## src/rtl/eeg_out_serializer.sv

```systemverilog
// Splits accelerator result words into output-buffer beats, LSB beat first,
// keeping frame boundaries on ACC_OUT_LST and counting completed frames.
//
//   state | meaning
//   IDLE  | no word held; RES_RDY=1
//   SEND  | word held in shift_q; presenting beat beat_cnt on ACC_OUT_*
module eeg_out_serializer #(
    parameter int RES_DW      = 32,
    parameter int CHIP_OUT_DW = 8,
    parameter int FRM_CW      = 16
) (
    input  logic                   clk,
    input  logic                   rst,
    input  logic                   RES_VLD,
    input  logic                   RES_LST,
    output logic                   RES_RDY,
    input  logic [RES_DW-1:0]      RES_DAT,
    output logic                   ACC_OUT_VLD,
    output logic                   ACC_OUT_LST,
    input  logic                   ACC_OUT_RDY,
    output logic [CHIP_OUT_DW-1:0] ACC_OUT_DAT,
    output logic                   BUSY,
    output logic [FRM_CW-1:0]      FRM_CNT
);

    localparam int BEATS = RES_DW / CHIP_OUT_DW;
    localparam int BCW   = (BEATS > 1) ? $clog2(BEATS) : 1;
    localparam logic [BCW-1:0] LAST_BEAT = BCW'(BEATS - 1);

    typedef enum logic {
        IDLE = 1'b0,
        SEND = 1'b1
    } state_t;

    state_t            state;
    logic [RES_DW-1:0] shift_q;
    logic [RES_DW-1:0] shift_nxt;
    logic              lst_q;
    logic [BCW-1:0]    beat_cnt;
    logic              last_beat;
    logic              beat_acc;
    logic              word_acc;

    // With a single beat per word there is nothing left to shift down.
    generate
        if (BEATS > 1) begin : g_shift
            assign shift_nxt = {{CHIP_OUT_DW{1'b0}}, shift_q[RES_DW-1:CHIP_OUT_DW]};
        end else begin : g_noshift
            assign shift_nxt = '0;
        end
    endgenerate

    assign last_beat = (beat_cnt == LAST_BEAT);
    assign beat_acc  = (state == SEND) && ACC_OUT_RDY;

    // Accepting the next word on the final-beat handshake avoids a bubble.
    assign RES_RDY  = !rst && ((state == IDLE) || (beat_acc && last_beat));
    assign word_acc = RES_VLD && RES_RDY;

    assign ACC_OUT_VLD = (state == SEND);
    assign ACC_OUT_DAT = shift_q[CHIP_OUT_DW-1:0];
    assign ACC_OUT_LST = (state == SEND) && lst_q && last_beat;
    assign BUSY        = (state == SEND);

    always_ff @(posedge clk) begin
        if (rst) begin
            state    <= IDLE;
            shift_q  <= '0;
            lst_q    <= 1'b0;
            beat_cnt <= '0;
            FRM_CNT  <= '0;
        end else begin
            if (beat_acc && ACC_OUT_LST) begin
                FRM_CNT <= FRM_CNT + FRM_CW'(1);
            end
            if (word_acc) begin
                shift_q  <= RES_DAT;
                lst_q    <= RES_LST;
                beat_cnt <= '0;
                state    <= SEND;
            end else if (beat_acc) begin
                if (last_beat) begin
                    state <= IDLE;
                end else begin
                    shift_q  <= shift_nxt;
                    beat_cnt <= beat_cnt + BCW'(1);
                end
            end
        end
    end

endmodule

```

## config.mk

```make
export PLATFORM = sky130hd
export DESIGN_NAME = eeg_out_serializer
export DESIGN_NICKNAME = d
export VERILOG_FILES = /design/src/rtl/eeg_out_serializer.sv
export SDC_FILE = /design/constraint.sdc
export NUM_CORES = 1
export LEC_CHECK = 0
export CAP_MARGIN = 20
export CELL_PAD_IN_SITES_DETAIL_PLACEMENT = 1
export CELL_PAD_IN_SITES_GLOBAL_PLACEMENT = 1
export CORE_MARGIN = 1
export CORE_UTILIZATION = 32
export CTS_BUF_LIST = sky130_fd_sc_hd__clkbuf_8
export CTS_CLUSTER_DIAMETER = 150
export DETAILED_ROUTE_END_ITERATION = 8
export GPL_ROUTABILITY_DRIVEN = 0
export PLACE_DENSITY = 0.84
export SLEW_MARGIN = 15
export SYNTH_ARGS = -nofsm -noshare
export SYNTH_HDL_FRONTEND = slang
export SYNTH_SLANG_ARGS = --single-unit
```

## constraint.sdc

```tcl
create_clock -name clk -period 1.85 [get_ports clk]
set_clock_uncertainty 0.1 [all_clocks]
set_input_delay 0.4625 -clock clk [delete_from_list [all_inputs] [get_ports clk]]
set_output_delay 0.4625 -clock clk [all_outputs]
set_load 0.005 [all_outputs]
```

# Word level (Yosys, flattened, before mapping)
# Index checks and enable logic that the tools add are counted.
# classes
n_addsub,2
eq_ne,2
muxes,6
bitwise_logic,2
n_reduce_logical,15
# ops
operator,count
$mux 32,3
$add 16x1->16 const B,1
$logic_and 1x1->1,7
$reduce_and 2->1,3
$reduce_bool 2->1,2
$mux 1,3
$add 2x1->2 const B,1
$eq 2x2->1 const B,1
$ne 2x1->1 const B,1
$not 1->1,2
$reduce_or 2->1,1
$logic_not 1->1,1
$logic_or 1x1->1,1
# totals
register_bits,52
input_bits,37
output_inout_bits,28
wordCells,32

# Depth between registers and ports, before layout
# logic_depth
depth_word,7
depth_mapped,7
ltp_nobuf,5

# Worst setup path before layout
# OpenSTA, ideal clock, no wires.
# synth_path
path_type,register -> register
startpoint,register beat_cnt[0]
endpoint,register FRM_CNT[13]
setup_ns,0.070
arrival_ns,1.608
path_slack_ns,0.072
stages_incl_launch_ff,7
n_path_buf,1
period_less_slack_ns,1.778
path_cell_list,dfxtp_1 > ha_1 > and4_1 > buf_6 > nand4_4 > or4_1 > a21oi_1
# synth_via
elab_chain_len,3
# synth_rtl
item,line,text
from (decl),39,logic [BCW-1:0] beat_cnt;
from (signal assigned),86,beat_cnt <= beat_cnt + BCW'(1);
$eq 2x2->1,53,assign last_beat = (beat_cnt == LAST_BEAT);
$logic_and 1x1->1,62,assign ACC_OUT_LST = (state == SEND) && lst_q && last_beat;
$logic_and 1x1->1,73,if (beat_acc && ACC_OUT_LST) begin
to (signal assigned),74,FRM_CNT <= FRM_CNT + FRM_CW'(1);
to (decl),23,output logic [FRM_CW-1:0] FRM_CNT
# No other way between the ends.
# A chain may end at the register's enable or synchronous reset.

# Worst setup path in the final report
# layout_path
startpoint,register FRM_CNT[5]
endpoint,output FRM_CNT[5]
# No word-level cell between the ends.

==> qor.yml <==
timing:
  period_minus_slack_ns: 1.792
  fin_hold_ws_ns: 0.3748
  setup_viol: 0
  maxSlewViolCount: 0
  hold_viol: 0
  rsz0062_at_grt: "false"
  worstMarginPinSlew_ns: 0.5607
  relSlewSlack_pct: 62.62
  max_freq_mhz: 558.1
  finalCritPeriodShare_pct: 96.85
critical_path:
  cp_cell_sequence: "clkdlybuf4s50_1"
  path_max_fanout: 5
  arrival_ns: 1.23
  start_kind: "flip-flop"
  rr_startpoint: "beat_cnt[0]"
  reg2reg_depth: 6
  r2r_setup_slack_ns: 0.09
  slowest_delay_ns: 0.52
  r2r_end: "FRM_CNT[8]"
  crit_type: "flip-flop to output pin"
  critPathRequiredTime_ns: 1.29
  crit_slowest_cell: "clkdlybuf4s50_1"
  cp-end-kind: "output pin"
  critPathTopFamily: "buffers and inverters"
  critPathBufInv: 1
detailed_routing:
  drc_errors: 0
  top_layer: "met4"
  post_drt_wl_per_cell_microns: 13.84
  ant_nets: 0
  wl_met1_mm: 2.783
  vias: 2160
  met3WireLength_microns: 342
  drt-total-wl_mm: 5.994
  drtIter0Drc: 101
  firstDrtPassIters: 4
  met2WireLength_mm: 2.812
  drt-vias-per-instance: 4.988
worst_hold_path:
  holdPathStages: 2
  worstHoldStart: "shift_q[25]"
  hold_class: "flip-flop to flip-flop"
  min_to: "shift_q[25]"
grt:
  grt_pass1_vias: 2038
  grt.overflow.total: 0
  grt_antenna_before_repair: 0
  grt_max_degree: 53
  grt_pass1_wl_mm: 9.556
  gr-usage-all-layers_pct: 16.07
floorplan:
  core-area_sq_um: 6869
  initial_core_util_pct: 33.57
  io_pins: 65
  die_h_microns: 86.89
  rows: 30
  fp.dieW_microns: 86.89
  dieArea_sq_um: 7550
status:
  outcome: "finished clean"
yosys:
  syn-instance-count: 278
  yosysSeqAreaShare_pct: 45.14
  ys_types: 34
  avgSynthCellArea_sq_um: 8.295
  syn-num-nets: 317
  yosysWarnings: 0
  synth_area_sq_um: 2306
  ys_ff_latch: 52
final_layout:
  area_growth_pct: 38.63
  drive_gt1_share_pct: 13.95
  fill_cells: 808
  final_common_cell: "clkdlybuf4s50_1"
  final_cell_mix: "clkdlybuf4s50_1, nand2_1, dfxtp_1, a21oi_1, nor2_1"
  num-nets-final: 375
  antennaDiodeCount: 0
  final_cells: 433
clock_network:
  cts_max_level: 2
  clock_sinks: 52
  clkTransAtPathRegs_ns: 0.10
  cts_tree: "done"
  cts.hold.buffers_added: 0
  clock-root-buffer: "clkbuf_8"
  cts_buffers: 5
  clock_latency_ns: 0.30
  clockBufferDepth: 2
power:
  p_total_uw: 2256
  power_density_nw_per_um2: 705.6
  peakVddDrop_mv: 0.3460
  leakage_uw: 0.001134
placed_design:
  hpwlAfterDp_mm: 4.073
  port_buffers: 64
  dp_cells: 424
flow_run:
  maxCapViolCount: 0
==> metrics by stage <==
stage | setup TNS, ns | setup slack [ns] | cell area, sq um | utilization [%]
floorplan | 0 | 0.07167 | 2306 | -
global placement | -13.50 | -0.3966 | 3048 | 44.37
detailed placement | -15.58 | -0.4510 | 3048 | 44.37
CTS | 0 | 0.001530 | 3191 | 46.45
global route | 0 | 0.002008 | 3197 | 46.54
finish | 0 | 0.05824 | 3197 | 46.54
==> flip-flops by register name, indices dropped and copies added (netlist names) <==
signal       cells
shift_q         32
FRM_CNT         16
beat_cnt         2
ACC_OUT_VLD      1
lst_q            1
==> power breakdown <==
part	leakage [uW]	switching (uW)	internal, uW
Sequential	0.000428	22.8	1160
Combinational	0.000652	117	151
Clock	0.0000548	394	408
==> cell families (layout without fill, tap and decap cells) <==
group / Yosys count / count (layout) / synth area share (%)
fa+ha+maj: 2 / 2 / 1.085
xor+xnor: 7 / 7 / 2.659
flops: 52 / 52 / 45.14
compound gates: 63 / 63 / 17.69
buf+inv: 31 / 90 / 7.813
simple gates: 121 / 121 / 24.74
mux: 2 / 2 / 0.8682
==> layer usage <==
metal / vias up / GRT usage (%)
met4: 0 / 4.545
met1: 1016 / 20.69
met5: - / 0
met3: 5 / 3.697
li1: 1087 / -
met2: 52 / 26.84
==> cell type report <==
class                   count  area (sq um)  share of cell area, %
multi-input cells         195          1105                  34.56
flip-flops and latches     52          1054                  32.95
repair buffers             81         799.5                  25.01
well taps                  96         120.1                  3.757
clock buffers               5         68.82                  2.153
clock inverters             3         46.29                  1.448
inverters                   1         3.754                 0.1174
==> synthesized netlist by cell type <==
cell type	instances	area share, %
nand3_1	18	3.9
xnor2_1	1	0.38
ha_1	2	1.1
nor2_1	25	4.1
or3_1	7	1.9
buf_1	2	0.33
and2_1	2	0.54
a21oi_1	27	5.9
and3_1	1	0.27
mux2i_1	2	0.87
or4_1	2	0.65
a211o_2	1	0.43
buf_4	10	3.3
a211oi_1	1	0.33
nor3_1	2	0.43
dfxtp_1	52	45
buf_6	2	0.98
nand4_1	5	1.4
clkbuf_8	1	0.60
o31ai_1	2	0.65
or2_2	1	0.27
a22oi_1	8	2.6
nand2_1	51	8.3
inv_1	1	0.16
and4_1	1	0.38
clkbuf_1	14	2.3
a311oi_1	16	6.1
nand2b_1	1	0.27
and4_4	1	0.49
o21ai_0	8	1.7
nand4_4	1	0.92
buf_2	1	0.22
and3_2	3	0.98
xor2_1	6	2.3
==> worst max-delay path by stage <==
stage | slack [ns] | endpoint | from | cells after the start
after floorplan | 0.07 | FRM_CNT[13] | beat_cnt[0] | 6
after global placement | -0.40 | RES_RDY | ACC_OUT_RDY | 4
after detailed placement | -0.45 | FRM_CNT[8] | ACC_OUT_RDY | 6
after CTS | 0.002 | ACC_OUT_LST | beat_cnt[0] | 3
after global routing | 0.002 | FRM_CNT[12] | FRM_CNT[12] | 1
final | 0.06 | FRM_CNT[5] | FRM_CNT[5] | 1
==> what timing repair did <==
| action | 4_1_cts | 5_1_grt |
|---|---|---|
| setup endpoints to repair | 22 | 7 |
| hold endpoints to repair | 0 | 0 |
| setup buffers | 1 | 0 |
| resized for setup | 14 | 8 |
No activity file was read; power rests on OpenSTA's default activity.
